**src/rtl/mem_ctrl_pkg.sv**
```systemverilog
// Shared widths, size codes and state/op encodings for the byte-serial memory controller.
package mem_ctrl_pkg;

    localparam int unsigned RAM_ADDR_W = 17;
    localparam int unsigned DATA_W     = 32;
    localparam int unsigned BYTE_W     = 8;

    typedef enum logic [1:0] {
        SIZE_NONE = 2'b00,
        SIZE_BYTE = 2'b01,
        SIZE_HALF = 2'b10,
        SIZE_WORD = 2'b11
    } size_e;

    typedef enum logic [1:0] {
        S_IDLE = 2'b00,
        S_BUSY = 2'b01,
        S_DONE = 2'b10
    } state_e;

    typedef enum logic [1:0] {
        OP_LOAD  = 2'b00,
        OP_STORE = 2'b01,
        OP_FETCH = 2'b10
    } op_e;

    // Number of bytes moved for a size code (0 for SIZE_NONE).
    function automatic logic [2:0] size_bytes(input logic [1:0] code);
        case (code)
            SIZE_BYTE: size_bytes = 3'd1;
            SIZE_HALF: size_bytes = 3'd2;
            SIZE_WORD: size_bytes = 3'd4;
            default:   size_bytes = 3'd0;
        endcase
    endfunction

endpackage

```
**src/rtl/mem_ctrl.sv**
```systemverilog
// Byte-serial controller: splits/assembles little-endian loads, stores and fetches over an 8-bit RAM.
module mem_ctrl
    import mem_ctrl_pkg::*;
#(
    parameter int unsigned ADDR_W = RAM_ADDR_W
) (
    input  logic              clk,
    input  logic              rst,
    input  logic [1:0]        mem_read_req_i,
    input  logic [1:0]        mem_write_req_i,
    input  logic [ADDR_W-1:0] mem_addr_i,
    input  logic [DATA_W-1:0] mem_wdata_i,
    output logic [DATA_W-1:0] mem_rdata_o,
    output logic              mem_done_o,
    input  logic              if_req_i,
    input  logic [ADDR_W-1:0] if_addr_i,
    output logic [DATA_W-1:0] inst_o,
    output logic              inst_done_o,
    output logic [ADDR_W-1:0] ram_a_o,
    output logic              ram_wr_o,
    output logic [BYTE_W-1:0] ram_dout_o,
    input  logic [BYTE_W-1:0] ram_din_i
);

    state_e              state_q, state_d;
    op_e                 op_q, op_d;
    logic [ADDR_W-1:0]   base_q, base_d;
    logic [2:0]          n_q, n_d;
    logic [2:0]          k_q, k_d;
    logic [DATA_W-1:0]   wdata_q, wdata_d;
    logic [DATA_W-1:0]   asm_q, asm_d;
    logic [DATA_W-1:0]   rdata_q, rdata_d;
    logic [DATA_W-1:0]   inst_q, inst_d;
    logic                mem_done_q, mem_done_d;
    logic                inst_done_q, inst_done_d;
    logic [ADDR_W-1:0]   ram_a_q, ram_a_d;
    logic                ram_wr_q, ram_wr_d;
    logic [BYTE_W-1:0]   ram_dout_q, ram_dout_d;

    logic [2:0]          k_nxt;
    logic [1:0]          byte_idx;
    logic [DATA_W-1:0]   asm_nxt;

    // State and datapath registers; async reset also kills any in-flight RAM write.
    always_ff @(posedge clk or negedge rst) begin
        if (!rst) begin
            state_q     <= S_IDLE;
            op_q        <= OP_LOAD;
            base_q      <= '0;
            n_q         <= '0;
            k_q         <= '0;
            wdata_q     <= '0;
            asm_q       <= '0;
            rdata_q     <= '0;
            inst_q      <= '0;
            mem_done_q  <= 1'b0;
            inst_done_q <= 1'b0;
            ram_a_q     <= '0;
            ram_wr_q    <= 1'b0;
            ram_dout_q  <= '0;
        end else begin
            state_q     <= state_d;
            op_q        <= op_d;
            base_q      <= base_d;
            n_q         <= n_d;
            k_q         <= k_d;
            wdata_q     <= wdata_d;
            asm_q       <= asm_d;
            rdata_q     <= rdata_d;
            inst_q      <= inst_d;
            mem_done_q  <= mem_done_d;
            inst_done_q <= inst_done_d;
            ram_a_q     <= ram_a_d;
            ram_wr_q    <= ram_wr_d;
            ram_dout_q  <= ram_dout_d;
        end
    end

    // Next state plus the RAM-side outputs for the coming cycle (outputs are registered).
    always_comb begin
        state_d     = state_q;
        op_d        = op_q;
        base_d      = base_q;
        n_d         = n_q;
        k_d         = k_q;
        wdata_d     = wdata_q;
        asm_d       = asm_q;
        rdata_d     = rdata_q;
        inst_d      = inst_q;
        mem_done_d  = 1'b0;
        inst_done_d = 1'b0;
        ram_a_d     = '0;
        ram_wr_d    = 1'b0;
        ram_dout_d  = '0;
        k_nxt       = k_q + 3'd1;
        byte_idx    = 2'(k_q - 3'd1);
        asm_nxt     = asm_q;

        case (state_q)
            S_IDLE: begin
                if (mem_write_req_i != SIZE_NONE) begin
                    state_d    = S_BUSY;
                    op_d       = OP_STORE;
                    n_d        = size_bytes(mem_write_req_i);
                    base_d     = mem_addr_i;
                    wdata_d    = mem_wdata_i;
                    k_d        = 3'd0;
                    ram_a_d    = mem_addr_i;
                    ram_wr_d   = 1'b1;
                    ram_dout_d = mem_wdata_i[BYTE_W-1:0];
                end else if (mem_read_req_i != SIZE_NONE) begin
                    state_d = S_BUSY;
                    op_d    = OP_LOAD;
                    n_d     = size_bytes(mem_read_req_i);
                    base_d  = mem_addr_i;
                    k_d     = 3'd0;
                    asm_d   = '0;
                    ram_a_d = mem_addr_i;
                end else if (if_req_i) begin
                    state_d = S_BUSY;
                    op_d    = OP_FETCH;
                    n_d     = 3'd4;
                    base_d  = if_addr_i;
                    k_d     = 3'd0;
                    asm_d   = '0;
                    ram_a_d = if_addr_i;
                end
            end

            S_BUSY: begin
                if (op_q == OP_FETCH && !if_req_i) begin
                    // Branch flush: drop the fetch silently.
                    state_d = S_IDLE;
                end else if (op_q == OP_STORE) begin
                    if (k_nxt < n_q) begin
                        k_d        = k_nxt;
                        ram_a_d    = base_q + ADDR_W'(k_nxt);
                        ram_wr_d   = 1'b1;
                        ram_dout_d = BYTE_W'(wdata_q >> {k_nxt, 3'b000});
                    end else begin
                        state_d    = S_DONE;
                        mem_done_d = 1'b1;
                    end
                end else begin
                    // Read data lags its address by one cycle, so cycle k holds byte k-1.
                    if (k_q != 3'd0) begin
                        asm_nxt[{byte_idx, 3'b000} +: BYTE_W] = ram_din_i;
                    end
                    asm_d = asm_nxt;
                    if (k_q == n_q) begin
                        state_d = S_DONE;
                        if (op_q == OP_LOAD) begin
                            rdata_d    = asm_nxt;
                            mem_done_d = 1'b1;
                        end else begin
                            inst_d      = asm_nxt;
                            inst_done_d = 1'b1;
                        end
                    end else begin
                        k_d = k_nxt;
                        if (k_nxt < n_q) begin
                            ram_a_d = base_q + ADDR_W'(k_nxt);
                        end
                    end
                end
            end

            S_DONE: begin
                state_d = S_IDLE;
            end

            default: begin
                state_d = S_IDLE;
            end
        endcase
    end

    assign mem_rdata_o = rdata_q;
    assign mem_done_o  = mem_done_q;
    assign inst_o      = inst_q;
    assign inst_done_o = inst_done_q;
    assign ram_a_o     = ram_a_q;
    assign ram_wr_o    = ram_wr_q;
    assign ram_dout_o  = ram_dout_q;

endmodule

```
**config.mk**
```make
export PLATFORM = sky130hd
export DESIGN_NAME = mem_ctrl
export DESIGN_NICKNAME = d
export VERILOG_FILES = /design/src/rtl/mem_ctrl_pkg.sv /design/src/rtl/mem_ctrl.sv
export SDC_FILE = /design/constraint.sdc
export NUM_CORES = 1
export LEC_CHECK = 0
export BUFFER_PORTS_ARGS = -buffer_cell sky130_fd_sc_hd__buf_2
export CAP_MARGIN = 20
export CELL_PAD_IN_SITES_DETAIL_PLACEMENT = 1
export CELL_PAD_IN_SITES_GLOBAL_PLACEMENT = 2
export CORE_ASPECT_RATIO = 0.6
export CORE_MARGIN = 2
export CORE_UTILIZATION = 34
export DETAILED_ROUTE_END_ITERATION = 10
export GPL_TIMING_DRIVEN = 0
export PLACE_DENSITY = 0.9
export SYNTH_ARGS = -nofsm -noshare
export SYNTH_HDL_FRONTEND = slang
export SYNTH_SLANG_ARGS = --single-unit
export TNS_END_PERCENT = 20
```
**constraint.sdc**
```tcl
create_clock -name clk -period 2.9 [get_ports clk]
set_clock_uncertainty 0.05 [all_clocks]
set_input_delay 0.58 -clock clk [delete_from_list [all_inputs] [get_ports clk]]
set_output_delay 0.58 -clock clk [all_outputs]
set_load 0.005 [all_outputs]
```
After elaboration in Yosys (flattened, before gate mapping)
Cells that the tools add are included.
- bits in registers: 183
- output and inout bits: 92
- add/sub/neg operators: 4
- order comparisons: 1
- equal/unequal tests: 19
- shift-type cells: 3
- multiplexer cells: 64
- bitwise operators: 3
- reduce and logical (&&, ||, !) cells: 16
- operators with widths (cell ; number):
    $mux W32 ; 6
    $mux W17 ; 10
    $pmux W32 S2 ; 1
    $pmux W17 S2 ; 1
    $bwmux W32 ; 1
    $mux W8 ; 4
    $shift A8 B7 Y32 const A ; 1
    $shiftx A8 B7 Y32 ; 1
    $shr A32 B6 Y8 ; 1
    $mux W3 ; 10
    $mux W2 ; 10
    $reduce_and A5 Y1 ; 4
    $pmux W3 S3 ; 2
    $add A17 B3 Y17 ; 1
    $pmux W8 S2 ; 1
    $mux W1 ; 15
    $ne A4 B4 Y1 const B ; 3
    $eq A2 B2 Y1 const B ; 5
    $ne A3 B3 Y1 const B ; 3
    $eq A2 B1 Y1 const B ; 4
    $neg A5 Y7 ; 1
    $ne A2 B2 Y1 const B ; 3
    $pmux W3 S2 ; 1
    $reduce_bool A2 Y1 ; 3
    other kinds (13) ; 18

Logic depth before layout (Yosys ltp)
- word-level depth: 8
- gate-level depth with buffers: 10
- gate-level depth less buffers: 8

Least setup slack after synthesis
No wires, ideal clock.
- path type: reg-to-reg
- start point: reg k_q[0]
- end point: reg ram_a_q[10] (netlist: ram_a_o[10])
- arrival time: 2411 ps
- setup slack: 311 ps
- cell stages (with the launch flop): 11
- period minus slack after synthesis: 2589 ps
- cell sequence: dfrtp_1 -> buf_2 -> inv_1 -> ha_1 -> ha_1 -> nand2_1 -> o21ai_0 -> or3_1 -> clkbuf_1 -> buf_2 -> o22ai_1
- cells in the longest elaborated chain, start to end: 7
- RTL lines (item ; RTL line ; text):
    from (decl) ; mem_ctrl.sv:29 ; logic [2:0] k_q, k_d;
    from (signal assigned) ; mem_ctrl.sv:66 ; k_q <= k_d;
    $add A3 B1 Y3 ; mem_ctrl.sv:95 ; k_nxt = k_q + 3'd1;
    $add A17 B3 Y17 / $lt A3 B3 Y1 (equally long branches) ; n/a ;
    $mux W17 ; mem_ctrl.sv:135, mem_ctrl.sv:161 ;
    $mux W17 ; mem_ctrl.sv:150 ; if (k_q == n_q) begin
    $mux W17 (*) ; mem_ctrl.sv:134 ; end else if (op_q == OP_STORE) begin
    $mux W17 (*) ; mem_ctrl.sv:131 ; if (op_q == OP_FETCH && !if_req_i) begin
    $pmux W17 S2 (*) ; mem_ctrl.sv:99 ; case (state_q)
    net ram_a_d[10] ; mem_ctrl.sv:36 ; logic [ADDR_W-1:0] ram_a_q, ram_a_d;
    to (signal assigned) ; mem_ctrl.sv:73 ; ram_a_q <= ram_a_d;
    to (decl) ; mem_ctrl.sv:36 ;
The timed path passes the listed nets; every way through them passes the cells marked *.
A chain may end at the register's enable or synchronous reset.

Final worst setup path
- start point: reg k_q[0]
- end point: reg asm_q[31]
- cells in the longest elaborated chain, start to end: 8
- RTL lines (item ; RTL line ; text):
    $sub A2 B1 Y2 ; mem_ctrl.sv:96 ; byte_idx = 2'(k_q - 3'd1);
    $neg A5 Y7 ; mem_ctrl.sv:147 ; asm_nxt[{byte_idx, 3'b000} +: BYTE_W] = ram_din_i;
    $shiftx A8 B7 Y32 / $shift A8 B7 Y32 (equally long branches) ; mem_ctrl.sv:147 ;
    $bwmux W32 ; mem_ctrl.sv:147 ;
    $mux W32 (*) ; mem_ctrl.sv:146 ; if (k_q != 3'd0) begin
    $mux W32 (*) ; mem_ctrl.sv:134 ;
    $mux W32 (*) ; mem_ctrl.sv:131 ;
    $pmux W32 S2 (*) ; mem_ctrl.sv:99 ;
    to (signal assigned) ; mem_ctrl.sv:68 ; asm_q <= asm_d;
    to (decl) ; mem_ctrl.sv:31 ; logic [DATA_W-1:0] asm_q, asm_d;
Every way passes the cells marked *; elsewhere a longest branch is shown, timed or not. The select of a mux whose other input is x is not followed.

==> out/results.ini <==
[global_route]
grt_pass1_wl_um = 39200
track_usage = 0.209
overflow = 0
grt_antenna_before_repair = 0
grt_max_degree = 107
grt_pass1_vias = 6732

[place]
port_buffers = 162
dp_cells = 1235
dp_hpwl_um = 17700
place.gp.congestion = 0.858
pre_cts_slack_ns = -0.615

[route]
via_per_inst = 5.10
drc = 0
vias = 6446
wirelength_um = 24700
drtIter0Drc = 376
ant_nets = 0
post_drt_wl_per_cell_um = 19.5
drt_first_pass_iters = 7

[pwr]
p_per_area_nw_per_um2 = 1100
p_int_mw = 6.63
power_frac_clock = 0.224
power_switching_mw = 4.25
swShare = 0.391
seqPwrFrac = 0.376
vdd_drop_max_mv = 0.566
p_comb_frac = 0.400
leakagePower_nw = 4.80

[logic_synthesis]
yosysTopAreaCell = dfrtp_1
netlist_top_cells_count = 183 x dfrtp_1, 157 x nand2_1, 43 x nor2_1, 39 x a21oi_1, 36 x o21ai_0
yosysSeqAreaShare = 0.572
synth_edf_count = 0
yosys_warnings = 0
async_reset_ff_frac = 1.00
synth_area_leaders = dfrtp_1 57%, nand2_1 7.4%, a22o_1 3.5%
syn_area_per_cell_um2 = 10.6
synth_cells = 757
ys_seq_elements = 183
yosysMostFrequentCell = dfrtp_1
syn-num-nets = 854
synth_area_um2 = 8000
synth_top_area_share = 0.572
ys.flop_type = dfrtp_1
yosysUniqueCellTypes = 53

[worst_setup_path]
cp.required_ns = 3.23
critPathLaunchType = flop
worstPathArrival_ns = 3.11
critical-path-slowest-cell = nor4_2
criticalPathCategory = reg -> reg
endpoint_kind = flop
path_cells = clkbuf_4 -> inv_1 -> ha_4 -> nor4_2 -> inv_2 -> nor2_4 -> a22o_1
path_max_fanout = 9
cpPeakStageDelay_ns = 0.89

[cts]
cts_setup_buffers = 0
cts_buffers = 17
clk_pin_slew_ns = 0.07
clock-root-buffer = clkbuf_16
cts_tree = yes
htreeDepth = 4
cts_hold_buf = 0
ctsLongestPathBuffers = 2
cts_num_sinks = 183
clk_latency_ns = 0.44

[timing]
tightest_slew_ns = 1.03
rsz0062_at_grt = true
setup_slack_ns = 0.113
max_freq_mhz = 359
slew-limit-headroom = 0.305
layout_min_cycle_time_ns = 2.79
finalHoldViolCount = 0
setup_viol_count_final = 0
slew_violations = 0
period_share = 0.961

[floorplanning]
initial_core_util = 0.347
die_width_um = 202
fp.dieH_um = 123
core-area_um2 = 23100
ios = 173
row_count = 43
dieArea_um2 = 24800

[run]
maxCapViolCount = 0

[run_status]
status = finished, final reports clean

[finish]
antenna_cells = 0
syn2layout_area_growth_pct = 23.6
final_layout_size_suffix_gt1_frac = 0.259
fin_cells = 1264
final_nets = 1034

[hold_path]
hold_class = in -> async

[per-layer routing]
metal  GRT usage  wire length, µm
met2       0.296            10200
met4      0.0469              183
met5           0                0
met3      0.0457             1410
met1       0.322            12900
[state kept, by name, summed over array words and instances (netlist names)]
register	cells
mem_rdata_o	32
mem_done_o	1
op_q	2
k_q	3
inst_o	32
ram_a_o	17
wdata_q	32
ram_dout_o	8
asm_q	32
ram_wr_o	1
state_q	2
base_q	17
n_q	3
inst_done_o	1
[final timing paths]
| check | startpoint | endpoint | slack [ns] | depth (start not counted) |
|---|---|---|---|---|
| setup / recovery | k_q[0] | asm_q[31] | 0.11 | 7 |
| hold / removal | rst | wdata_q[4] | 0.04 | 1 |
| setup reg to reg | k_q[0] | asm_q[31] | 0.11 | 7 |
| hold reg to reg | wdata_q[29] | wdata_q[29] | 0.43 | 2 |
| max in group asynchronous | rst | asm_q[4] | 1.78 | 2 |
| min in group clk | mem_wdata_i[28] | wdata_q[28] | 0.28 | 3 |
[metrics by stage]
| step | total power, mW | utilization | hold WS, ns | TNS [ns] | instance area (µm²) |
|---|---|---|---|---|---|
| 6_report | 10.9 | 0.429 | 0.0424 | 0 | 9890 |
| 5_1_grt | 11.7 | 0.429 | 0.0691 | -0.0302 | 9890 |
| 4_1_cts | 11.0 | 0.428 | 0.0687 | 0 | 9870 |
| 3_5_place_dp | 8.42 | 0.401 | 0.410 | -20.30 | 9250 |
| 3_3_place_gp | 8.27 | 0.399 | 0.404 | -362.42 | 9210 |
| 2_1_floorplan | 6.71 | - | 0.234 | 0 | 8000 |
[power groups by stage]
stage | Sequential [mW] | Combinational [mW] | Clock (mW)
final | 4.09 | 4.36 | 2.44
after global routing | 4.22 | 4.91 | 2.60
after CTS | 4.09 | 4.38 | 2.49
after detailed placement | 4.12 | 4.30 | 0
after global placement | 4.08 | 4.19 | 0
after floorplan | 4.04 | 2.67 | 0
[layout make-up]
class,count,area [µm²]
buffer,46,233
clock buffer,20,457
clock inverter,11,148
fill,2611,13200
inverter,21,78.8
multi-input combinational,505,3150
sequential,183,4580
tap,315,394
timing repair buffer,163,848
[cells in the final DEF (no fill, tap or decap), types with 3 or more instances in the layout]
cell,n
a21oi_1,39
nand2b_1,4
nand2_1,157
a21o_1,7
o22ai_1,14
inv_1,20
xor2_1,10
clkbuf_1,9
o31ai_1,3
buf_1,12
o21ai_0,35
xnor2_1,7
mux2i_1,18
nand3_1,8
clkbuf_16,17
nor2_1,42
nand4_1,5
nor3_1,3
a22o_1,32
a22oi_1,33
clkinvlp_4,4
buf_4,10
mux4_2,8
a211o_1,5
bufinv_16,3
buf_2,176
dfrtp_1,182
o21ai_1,22
ha_1,14
[worst max-delay path: cells and delay by family, from the launching register on]
kind                       cells  cell delay [ns]
and+or+nand+nor                2             1.15
buffers and inverters          3             0.58
DFF                            1             0.45
adders and majority gates      1             0.30
AOI/OAI and AO/OA              1             0.18
[repair_timing]
| action | CTS | global route |
|---|---|---|
| setup endpoints to repair | 77 | 62 |
| gates resized for setup | 6 | 6 |
| gates cloned | 0 | 0 |
[kinds of logic (layout without fill, tap and decap cells)]
group                      after synthesis  count (layout)  share of synthesized area
AOI/OAI and AO/OA                      198             198                      0.159
xor gates and xnor gates                18              18                     0.0197
adders and majority gates               16              16                     0.0260
buffers and inverters                   69             261                     0.0396
DFF                                    183             183                      0.572
muxes                                   26              26                     0.0450
and+or+nand+nor                        247             247                      0.138
(Power assumes the default switching activity.)
